**config.mk**
```make
export PLATFORM = sky130hd
export DESIGN_NAME = seg7_dig2_reader
export DESIGN_NICKNAME = d
export VERILOG_FILES = /design/src/rtl/seg7_dig2_reader_pkg.sv /design/src/rtl/seg7_dig2_reader_pat2bcd.sv /design/src/rtl/seg7_dig2_reader.sv
export SDC_FILE = /design/constraint.sdc
export NUM_CORES = 1
export LEC_CHECK = 0
export CORE_ASPECT_RATIO = 1.75
export CORE_MARGIN = 5
export CORE_UTILIZATION = 50
export CTS_CLUSTER_SIZE = 10
export DETAILED_ROUTE_END_ITERATION = 12
export PLACE_DENSITY = 0.72
export SLEW_MARGIN = 30
export SYNTH_ARGS = -nofsm -noshare
export SYNTH_HDL_FRONTEND = slang
export SYNTH_HIERARCHICAL = 1
export SYNTH_SLANG_ARGS = --single-unit
export TNS_END_PERCENT = 30
```
**constraint.sdc**
```tcl
create_clock -name clk -period 12.11 [get_ports clk]
set_input_delay 2.422 -clock clk [delete_from_list [all_inputs] [get_ports clk]]
set_output_delay 2.422 -clock clk [all_outputs]
set_load 0.02 [all_outputs]
```
**src/rtl/seg7_dig2_reader_pkg.sv**
```systemverilog
// Shared 7-segment definitions for the 2-digit encoder/reader pair.
package seg7_dig2_reader_pkg;

    // Active-low segment drive levels.
    localparam logic SEG_ON  = 1'b0;
    localparam logic SEG_OFF = 1'b1;

    // Digit patterns [6:0] = {mid, top-left, bottom-left, bottom, bottom-right, top-right, top}.
    localparam logic [6:0] SEG_D0 = 7'b1000000;
    localparam logic [6:0] SEG_D1 = 7'b1111001;
    localparam logic [6:0] SEG_D2 = 7'b0100100;
    localparam logic [6:0] SEG_D3 = 7'b0110000;
    localparam logic [6:0] SEG_D4 = 7'b0011001;
    localparam logic [6:0] SEG_D5 = 7'b0010010;
    localparam logic [6:0] SEG_D6 = 7'b0000010;
    localparam logic [6:0] SEG_D7 = 7'b1111000;
    localparam logic [6:0] SEG_D8 = 7'b0000000;
    localparam logic [6:0] SEG_D9 = 7'b0011000;

    // Reader FSM states.
    typedef enum logic [1:0] {
        ST_IDLE,
        ST_DECODE,
        ST_CONV,
        ST_DONE
    } state_t;

    // Digit -> pattern, for encoders sharing these constants.
    function automatic logic [6:0] digit_pattern(input logic [3:0] d);
        logic [6:0] p;
        case (d)
            4'd0:    p = SEG_D0;
            4'd1:    p = SEG_D1;
            4'd2:    p = SEG_D2;
            4'd3:    p = SEG_D3;
            4'd4:    p = SEG_D4;
            4'd5:    p = SEG_D5;
            4'd6:    p = SEG_D6;
            4'd7:    p = SEG_D7;
            4'd8:    p = SEG_D8;
            4'd9:    p = SEG_D9;
            default: p = {7{SEG_OFF}};
        endcase
        return p;
    endfunction

endpackage

```
**src/rtl/seg7_dig2_reader_pat2bcd.sv**
```systemverilog
// Combinational active-low 7-segment pattern -> {legal, bcd} decoder.
module seg7_pat2bcd
    import seg7_dig2_reader_pkg::*;
(
    input  logic [6:0] pat,
    output logic       legal,
    output logic [3:0] bcd
);

    // Exact match against the ten digit patterns; anything else is illegal.
    always_comb begin
        legal = 1'b1;
        bcd   = '0;
        case (pat)
            SEG_D0:  bcd = 4'd0;
            SEG_D1:  bcd = 4'd1;
            SEG_D2:  bcd = 4'd2;
            SEG_D3:  bcd = 4'd3;
            SEG_D4:  bcd = 4'd4;
            SEG_D5:  bcd = 4'd5;
            SEG_D6:  bcd = 4'd6;
            SEG_D7:  bcd = 4'd7;
            SEG_D8:  bcd = 4'd8;
            SEG_D9:  bcd = 4'd9;
            default: legal = 1'b0;
        endcase
    end

endmodule

```
**src/rtl/seg7_dig2_reader.sv**
```systemverilog
// Two-digit 7-segment reader: captures a pattern pair, validates it and
// converts the BCD value to binary with a sequential reverse double-dabble.
module seg7_dig2_reader
    import seg7_dig2_reader_pkg::*;
#(
    parameter int unsigned OUT_W = 5
) (
    input  logic             clk,
    input  logic             reset,
    input  logic [6:0]       disp2,
    input  logic [6:0]       disp1,
    input  logic             in_valid,
    output logic             in_ready,
    output logic [OUT_W-1:0] bin_out,
    output logic             err,
    output logic             out_valid,
    input  logic             out_ready
);

    localparam int unsigned CNT_W   = (OUT_W > 1) ? $clog2(OUT_W) : 1;
    localparam logic [6:0]  MAX_VAL = 7'((1 << OUT_W) - 1);
    localparam logic [CNT_W-1:0] LAST_ITER = CNT_W'(OUT_W - 1);

    state_t state_q, state_d;

    logic [6:0]       cap2_q, cap1_q;
    logic [7:0]       bcd_q;
    logic [OUT_W-1:0] bin_q;
    logic [CNT_W-1:0] cnt_q;

    logic             legal_tens, legal_ones;
    logic [3:0]       tens, ones;
    logic [6:0]       value;
    logic             dec_ok;
    logic             accept;
    logic             conv_last;
    logic [OUT_W+7:0] shifted;
    logic [7:0]       bcd_step;
    logic [OUT_W-1:0] bin_step;

    seg7_pat2bcd u_pat_tens (
        .pat   (cap2_q),
        .legal (legal_tens),
        .bcd   (tens)
    );

    seg7_pat2bcd u_pat_ones (
        .pat   (cap1_q),
        .legal (legal_ones),
        .bcd   (ones)
    );

    // Handshake, range check and iteration bookkeeping.
    always_comb begin
        in_ready  = (state_q == ST_IDLE) && !reset;
        out_valid = (state_q == ST_DONE);
        accept    = in_valid && in_ready;
        value     = 7'(tens) * 7'd10 + 7'(ones);
        dec_ok    = legal_tens && legal_ones && (value <= MAX_VAL);
        conv_last = (cnt_q == LAST_ITER);
    end

    // One reverse double-dabble step: shift {bcd,bin} right, then fix nibbles >= 8.
    always_comb begin
        shifted  = {bcd_q, bin_q} >> 1;
        bcd_step = shifted[OUT_W+7:OUT_W];
        bin_step = shifted[OUT_W-1:0];
        if (bcd_step[7:4] >= 4'd8) bcd_step[7:4] = bcd_step[7:4] - 4'd3;
        if (bcd_step[3:0] >= 4'd8) bcd_step[3:0] = bcd_step[3:0] - 4'd3;
    end

    // State register.
    always_ff @(posedge clk) begin
        if (reset) state_q <= ST_IDLE;
        else       state_q <= state_d;
    end

    // Next-state logic.
    always_comb begin
        state_d = state_q;
        unique case (state_q)
            ST_IDLE:   if (accept)    state_d = ST_DECODE;
            ST_DECODE: state_d = dec_ok ? ST_CONV : ST_DONE;
            ST_CONV:   if (conv_last) state_d = ST_DONE;
            ST_DONE:   if (out_ready) state_d = ST_IDLE;
            default:   state_d = ST_IDLE;
        endcase
    end

    // Capture, conversion datapath and result registers.
    always_ff @(posedge clk) begin
        if (reset) begin
            cap2_q  <= '0;
            cap1_q  <= '0;
            bcd_q   <= '0;
            bin_q   <= '0;
            cnt_q   <= '0;
            bin_out <= '0;
            err     <= 1'b0;
        end else begin
            unique case (state_q)
                ST_IDLE: begin
                    if (accept) begin
                        cap2_q <= disp2;
                        cap1_q <= disp1;
                    end
                end
                ST_DECODE: begin
                    if (!dec_ok) begin
                        err     <= 1'b1;
                        bin_out <= '0;
                    end else begin
                        bcd_q <= {tens, ones};
                        bin_q <= '0;
                        cnt_q <= '0;
                    end
                end
                ST_CONV: begin
                    bcd_q <= bcd_step;
                    bin_q <= bin_step;
                    cnt_q <= cnt_q + CNT_W'(1);
                    // Final step's result goes straight to the output so DONE follows immediately.
                    if (conv_last) begin
                        bin_out <= bin_step;
                        err     <= 1'b0;
                    end
                end
                default: ;
            endcase
        end
    end

endmodule
```
==> After elaboration in Yosys (flattened, before gate mapping) <==
Cells that the tools add are included.
{ "word_totals": {"wordCells": 81, "output_inout_bits": 8, "regBits": 38} }
{ "classes": {"n_addsub": 4, "multipliers": 1, "n_mux": 23, "n_eq_ne": 27, "magnitude_cmp": 3, "reduce_logical": 15} }
{ "op_table": {"columns": ["operator", "n"], "rows": [
  ["$pmux W4 S9", 2],
  ["$eq A7 B5 Y1 const B", 6],
  ["$eq A7 B7 Y1 const B", 6],
  ["$eq A7 B6 Y1 const B", 4],
  ["$pmux W5 S2", 2],
  ["$reduce_or A10 Y1", 2],
  ["$pmux W8 S2", 1],
  ["$mux W5", 3],
  ["$eq A7 B2 Y1 const B", 2],
  ["$logic_not A7 Y1", 2],
  ["$mux W4", 2],
  ["$mux W8", 1],
  ["$ne A2 B2 Y1 const B", 4],
  ["$pmux W2 S4", 1],
  ["$add A7 B4 Y7", 1],
  ["$le A7 B5 Y1 const B", 1],
  ["$mul A4 B3 Y6 const B", 1],
  ["$mux W2", 3],
  ["$pmux W3 S2", 1],
  ["$reduce_and A3 Y1", 2],
  ["$mux W1", 5],
  ["$eq A2 B2 Y1 const B", 2],
  ["$ge A3 B4 Y1 const B", 1],
  ["$ge A4 B4 Y1 const B", 1],
  ["13 further kinds", 17]
]} }

==> Logic depth before layout (Yosys ltp) <==
Gate-level depths: netlist (run 1).
{ "depth": {"word_depth": 8, "ltp_mapped": 15, "ltp_nobuf": 13} }

==> Modules after synthesis <==
Netlist (run 1), hierarchy kept.
{ "modules_own_cells": {"columns": ["module", "instances", "area_per_inst_um2", "cells_per_inst"], "rows": [
  ["seg7_dig2_reader", 1, 2013.2, 241],
  ["seg7_pat2bcd", 2, 239.0, 35]
]} }

==> Worst setup path before layout (run 1) <==
OpenSTA, ideal clock, no wires.
{ "synth_timing": {"kind": "input-to-output", "startpoint": "input port reset", "endpoint": "output port in_ready", "stages": 2, "t_arrival_ns": 2.900, "path_slack_ns": 6.788, "path_buffers": 1, "cell_sequence": "clkbuf_1 > nor2_1"} }
{ "synth_between": {"elab_chain_len": 2} }
{ "synth_rtl": {"columns": ["item", "line", "rtl"], "rows": [
  ["start: declaration", "seg7_dig2_reader.sv:9", "input logic reset,"],
  ["$logic_not A1 Y1", "seg7_dig2_reader.sv:55", "in_ready = (state_q == ST_IDLE) && !reset;"],
  ["$logic_and A1 B1 Y1", "seg7_dig2_reader.sv:55", null],
  ["end: declaration", "seg7_dig2_reader.sv:13", "output logic in_ready,"]
]} }
Every way passes these cells.

==> Worst setup path in the final report (run 1) <==
Same ends and word-level chain as after synthesis.

==> run metrics, run 1 <==
Post-synth top cells nand2_1, dfxtp_1, o21ai_0, inv_1, nor2_1; maxcap violations 0; combinational share of power between 40% and 50%; CTS tree built; crit-path cells clkdlybuf4s50_1 > nor2_1 > clkdlybuf4s50_1; CP Capture Type output port; Most used DFF post-synth dfxtp_1; Max stage delay on crit path 0.70 ns; fraction of layout instances using a drive strength above 1 roughly 6.7%; Die Width ~63 um; Worst Clk Skew about 0.01 ns; Slew headroom 46.6%; Async S/R FF share, synth 0%; Final #Nets 362; # port buffers 25; grt ovf 0; final setup fails 0; Worst Reg-to-Reg Cells 11; largest net degree at the start of global routing 32; clock buffer depth 2; fin. max-slew vios 0; detailed-route via count about 2200; Req. time, crit path slightly below 10 ns; critical path startpoint category input port; pre-CTS setup slack between 5 and 6 ns; final hold vios 0; Setup TNS 0 ns; Post-Synthesis Cells 311; DRC 0; Worst Hold End bin_out[0]; final worst slack 5.75 ns; unrepaired setup endpoints after global routing false; syn avg cell area 8.01 um^2; share of the synthesized area in the top cell type about 30%; WL final around 5200 um; critical path data arrival time around 4 ns; ranking of synthesized cells by area dfxtp_1, nand2_1, ha_1; EDFF count, synth 0; fmax approximately 160 MHz; Pwr Density 195 nW/um^2; GP Congestion between 0.7 and 0.8; Hold/Removal Path Class reg2reg; Gates resized, CTS repair 0; R2R setup slack around 7.8 ns; Synth Net Count 345; # clock sinks 37; # IOs 26; top-count cell post-synth nand2_1; worst hold path cell count 2; clk root buf clkbuf_8; initial antenna violation count 0; Layout fillers ~460; htree depth 2; cell taking the most area after synthesis dfxtp_1; vias in the first global route roughly 2100; Worst Tran Pin Value between 0.8 and 0.9 ns; Seq cells post-synth 37; Flop pwr share about a third; P_int around 330 uW; Diodes inserted 0; Netlist cell types 49; full die area approximately 6500 um^2; fin util between 50% and 60%; FF-to-FF Start cap2_q[6]; drt wl/cell between 10 and 15 um; CP max stage cell clkdlybuf4s50_1; post-CTS setup repair buffer count 0; mapped cell area between 2000 and 2500 um^2; Static Leak 0.00108 uW; Final Power between 500 and 600 uW; routed vias/inst just under 6; Switching Fraction roughly 40%; global-route wire length before repair approximately 9000 um; Routed Antenna Nets 0; core area approximately 5000 um^2; total CTS buffers 5; # rows 34; Clk pwr share roughly 23%; final period utilization between 50% and 60%; initial drt markers 70; P&R area growth vs syn 14.6%; most frequent CP cell clkdlybuf4s50_1; DRT Pass-1 Iters 4; die height a little over 100 um; clock-pin slew reported for the worst setup and hold paths after clock tree synthesis ~0.080 ns; hold_sp bin_q[1]; hold_buf cts 0; Reg2Reg Capture Point bcd_q[2]; Initial Util approximately 51%; overall routing resource usage ~16%; Worst-Skew Late Latency 0.29 ns; register area share after synthesis between 20% and 30%; critical path class in2out; minimum clock period 6.36 ns; post-DP HPWL between 3000 and 4000 um; CP Max Fanout 15; VDD IR-drop max 154 uV; Synth warnings 6; sw power 226 uW; outcome completed
## routing by layer
metal | part of all wire (%) | global-route usage (%)
met1 | 39 | 15.3
met3 | 3.6 | 2.70
met4 | 2.2 | 7.20
met5 | 0 | 0
met2 | 55 | 33.2
## power groups by stage
stage                     registers, uW  logic [uW]  clock network [uW]
after detailed placement            179         253                   0
after global placement              177         247                   0
after CTS                           176         255                 131
after global routing                181         281                 135
after floorplan                     165         217                   0
final                               176         253                 129
## worst max path at each step
stage               startpoint  endpoint  slack [ns]
global placement         reset  in_ready        5.76
global route             reset  in_ready        5.70
CTS                      reset  in_ready        5.74
detailed placement       reset  in_ready        5.75
finish                   reset  in_ready        5.75
floorplan                reset  in_ready        6.79
## sequential cells by signal, indices dropped and copies added (netlist names)
signal	count
bcd_q	8
bin_out	5
bin_q	4
cap1_q	7
cap2_q	7
cnt_q	3
err	1
state_q	2
## per-stage QoR
step           std cells  area, um^2  hold WS, ns
3_3_place_gp         375        2720        0.444
2_1_floorplan        311        2490        0.430
6_report             383        2850        0.454
3_5_place_dp         375        2720        0.448
4_1_cts              383        2850        0.465
5_1_grt              383        2850        0.478
## cell families after synthesis
family	synth area share [%]
and+or+nand+nor	23.8
buffers and inverters	6.88
AOI/OAI and AO/OA	22.0
muxes	5.73
DFF	29.7
xor gates and xnor gates	3.16
adders and majority gates	8.64
## critical path: cells and delay by family
family	cells	cell delay (ns)
buffers and inverters	2	1.32
and+or+nand+nor	1	0.19
## cells in the final DEF (no fill, tap or decap), types with 4 or more instances in the layout
master | netlist | final
a21oi_1 | 8 | 8
a31oi_1 | 4 | 4
clkbuf_8 | 0 | 5
clkdlybuf4s50_1 | 0 | 25
dfxtp_1 | 37 | 37
ha_1 | 14 | 14
inv_1 | 19 | 19
mux2i_1 | 12 | 12
nand2_1 | 60 | 60
nand2b_1 | 8 | 8
nand3_1 | 6 | 6
nor2_1 | 16 | 16
nor2b_1 | 8 | 8
nor3_1 | 5 | 5
o211ai_1 | 8 | 8
o21ai_0 | 29 | 29
o2bb2ai_1 | 4 | 4
or4_1 | 6 | 6
xnor2_1 | 6 | 6
## cell type report
type | count | area [um^2] | share of cell area, %
clock buffers | 5 | 68.8 | 2.41
clock inverters | 3 | 68.8 | 2.41
inverters | 19 | 71.3 | 2.50
multi-input cells | 239 | 1580 | 55.3
flip-flops and latches | 37 | 741 | 26.0
well taps | 54 | 67.6 | 2.37
repair buffers | 26 | 258 | 9.03
Power figures use the tool's default switching activity.
==> run 2: changes to the inputs <==
--- a/config.mk
+++ b/config.mk
@@ -10,7 +10,7 @@
 export CORE_UTILIZATION = 50
 export CTS_CLUSTER_SIZE = 10
 export DETAILED_ROUTE_END_ITERATION = 12
-export PLACE_DENSITY = 0.72
+export PLACE_DENSITY = 0.75
 export SLEW_MARGIN = 30
 export SYNTH_ARGS = -nofsm -noshare
 export SYNTH_HDL_FRONTEND = slang
==> constraint.sdc (replaced) <==
create_clock -name clk -period 5.6 [get_ports clk]
set_input_delay 1.12 -clock clk [delete_from_list [all_inputs] [get_ports clk]]
set_output_delay 1.12 -clock clk [all_outputs]
set_load 0.02 [all_outputs]
==> run metrics, run 2 (synthesized netlist as in run 1, its figures left out) <==
outcome completed; Final Power 1210 uW (+120%); Pwr Density 427 nW/um^2 (+120%); GP Congestion 0.830 (+7.0%); final setup fails 0 (unchanged); most frequent cells in the layout nand2_1, dfxtp_1, o21ai_0; post-CTS setup repair buffer count 0 (unchanged); critical path class reg2reg; Die Width 63.4 um (unchanged); largest net degree at the start of global routing 33 (+3.1%); Worst Clk Skew 0.0104 ns (+0.000367 ns); fin util 58.2% (-0.15 points); DRC 0 (unchanged); Setup TNS 0 ns (unchanged); # IOs 26 (unchanged); Routed Antenna Nets 0 (unchanged); vias in the first global route 2094 (-1.8%); P&R area growth vs syn 14.3%; most common cell after layout, fill and taps aside nand2_1; max reg flops 8 (unchanged); Final #Nets 361 (-0.28%); post-DP HPWL 3910 um (-1.7%); die height 103 um (unchanged); Top Registers bcd_q x8, cap1_q x7, cap2_q x7; Final Instance Area 2850 um^2 (-0.26%); DRT Pass-1 Iters 4 (unchanged); unrepaired setup endpoints after global routing false; routed vias/inst 5.75 (-0.91%); Slew headroom 42.6% (-4.0 points); non-filler instance count after layout 382 (-0.26%); critical path data arrival time 4.41 ns (+0.47 ns); initial antenna violation count 0 (unchanged); full die area 6550 um^2 (unchanged); CTS tree built; Diodes inserted 0 (unchanged); # rows 34 (unchanged); CP Capture Type flop; WL final 5340 um (+2.4%); CP max stage cell or4_4; Req. time, crit path 5.79 ns (-3.90 ns); clock-pin slew reported for the worst setup and hold paths after clock tree synthesis 0.08 ns (about the same); drt wl/cell 14.0 um (+2.7%); minimum clock period around 4.2 ns; crit-path cells or3_4 > nor4_1 > ha_1 > ha_1 > inv_1 > fa_1 > nand2b_1 > or4_4 > a221oi_4 > o21ai_2 > mux2_1; # clock sinks 37 (unchanged); Hold/Removal Path Class reg2reg; placed insts 374 (-0.27%); most frequent CP cell ha_1; initial drt markers 78 (+11%); Initial Util 50.9% (unchanged); Worst Tran Pin Value 0.856 ns (+0.0550 ns); total CTS buffers 5 (unchanged); Static Leak 0.00107 uW (-0.80%); Worst-Skew Late Latency 0.30 ns (about the same); fraction of layout instances using a drive strength above 1 6.40% (-0.28 points); fin. max-slew vios 0 (unchanged); grt ovf 0 (unchanged); worst path bufs/invs 1 (-1); Placed Area 2710 um^2 (-0.28%); Max stage delay on crit path 0.56 ns (-0.14 ns); CP Max Fanout 11 (-4); Layout fillers 455 (-1.5%); critical path startpoint category flop; hold_buf cts 0 (unchanged); VDD IR-drop max 346 uV (+120%); fmax ~240 MHz; overall routing resource usage 16.5% (+0.24 points); largest register by flop count bcd_q; Gates resized, CTS repair 0 (unchanged); # port buffers 25 (unchanged); clk root buf clkbuf_8; final period utilization 75.4%; detailed-route via count 2197 (-1.2%); CP top delay family simple AND/OR/NAND/NOR gates; htree depth 2 (unchanged); core area 4890 um^2 (unchanged); global-route wire length before repair 8910 um (+0.54%); clock buffer depth 2 (unchanged); maxcap violations 0 (unchanged); final hold vios 0 (unchanged)
## run 2: path summary, 6_finish.rpt
check,startpoint,endpoint,slack [ns],cells after the start
hold reg to reg,bin_out[3],bin_out[3],0.46,2
setup reg to reg,cap2_q[6],bcd_q[2],1.38,11
setup / recovery,cap2_q[6],bcd_q[2],1.38,11
hold / removal,bin_out[3],bin_out[3],0.46,2
## run 2: cell type report
| class | instances | area, um^2 | area share [%] |
|---|---|---|---|
| clock buffers | 5 | 68.8 | 2.42 |
| clock inverters | 3 | 68.8 | 2.42 |
| inverters | 19 | 71.3 | 2.51 |
| multi-input cells | 239 | 1580 | 55.5 |
| flip-flops and latches | 37 | 741 | 26.0 |
| well taps | 54 | 67.6 | 2.37 |
| repair buffers | 25 | 250 | 8.79 |
## run 2: per-stage QoR
stage,hold WS [ns],worst slack [ns]
floorplan,0.430,1.73
global placement,0.443,1.47
detailed placement,0.454,1.37
CTS,0.466,1.37
global route,0.476,1.13
finish,0.460,1.38
## run 2: where the power goes
| part | leakage (uW) | internal, uW | switching, uW |
|---|---|---|---|
| logic | 0.000698 | 229 | 321 |
| clock network | 0.0000687 | 179 | 107 |
| registers | 0.000301 | 308 | 70.7 |
## run 2: layer usage
metal	up-vias	part of all wire (%)	wire [um]	global-route usage, %
met5	-	0	0	0
met2	59	54	2900	34.0
met3	11	4.6	248	2.92
li1	1123	-	-	-
met4	0	2.0	106	5.92
met1	1004	39	2080	15.7
## run 2: worst register-to-register path, cell delays in order (launching register included)
cell and delay, ns:
dfxtp_1 0.39, or3_4 0.45, nor4_1 0.50, ha_1 0.34, ha_1 0.19, inv_1 0.06
fa_1 0.43, nand2b_1 0.18, or4_4 0.56, a221oi_4 0.40, o21ai_2 0.25, mux2_1 0.37
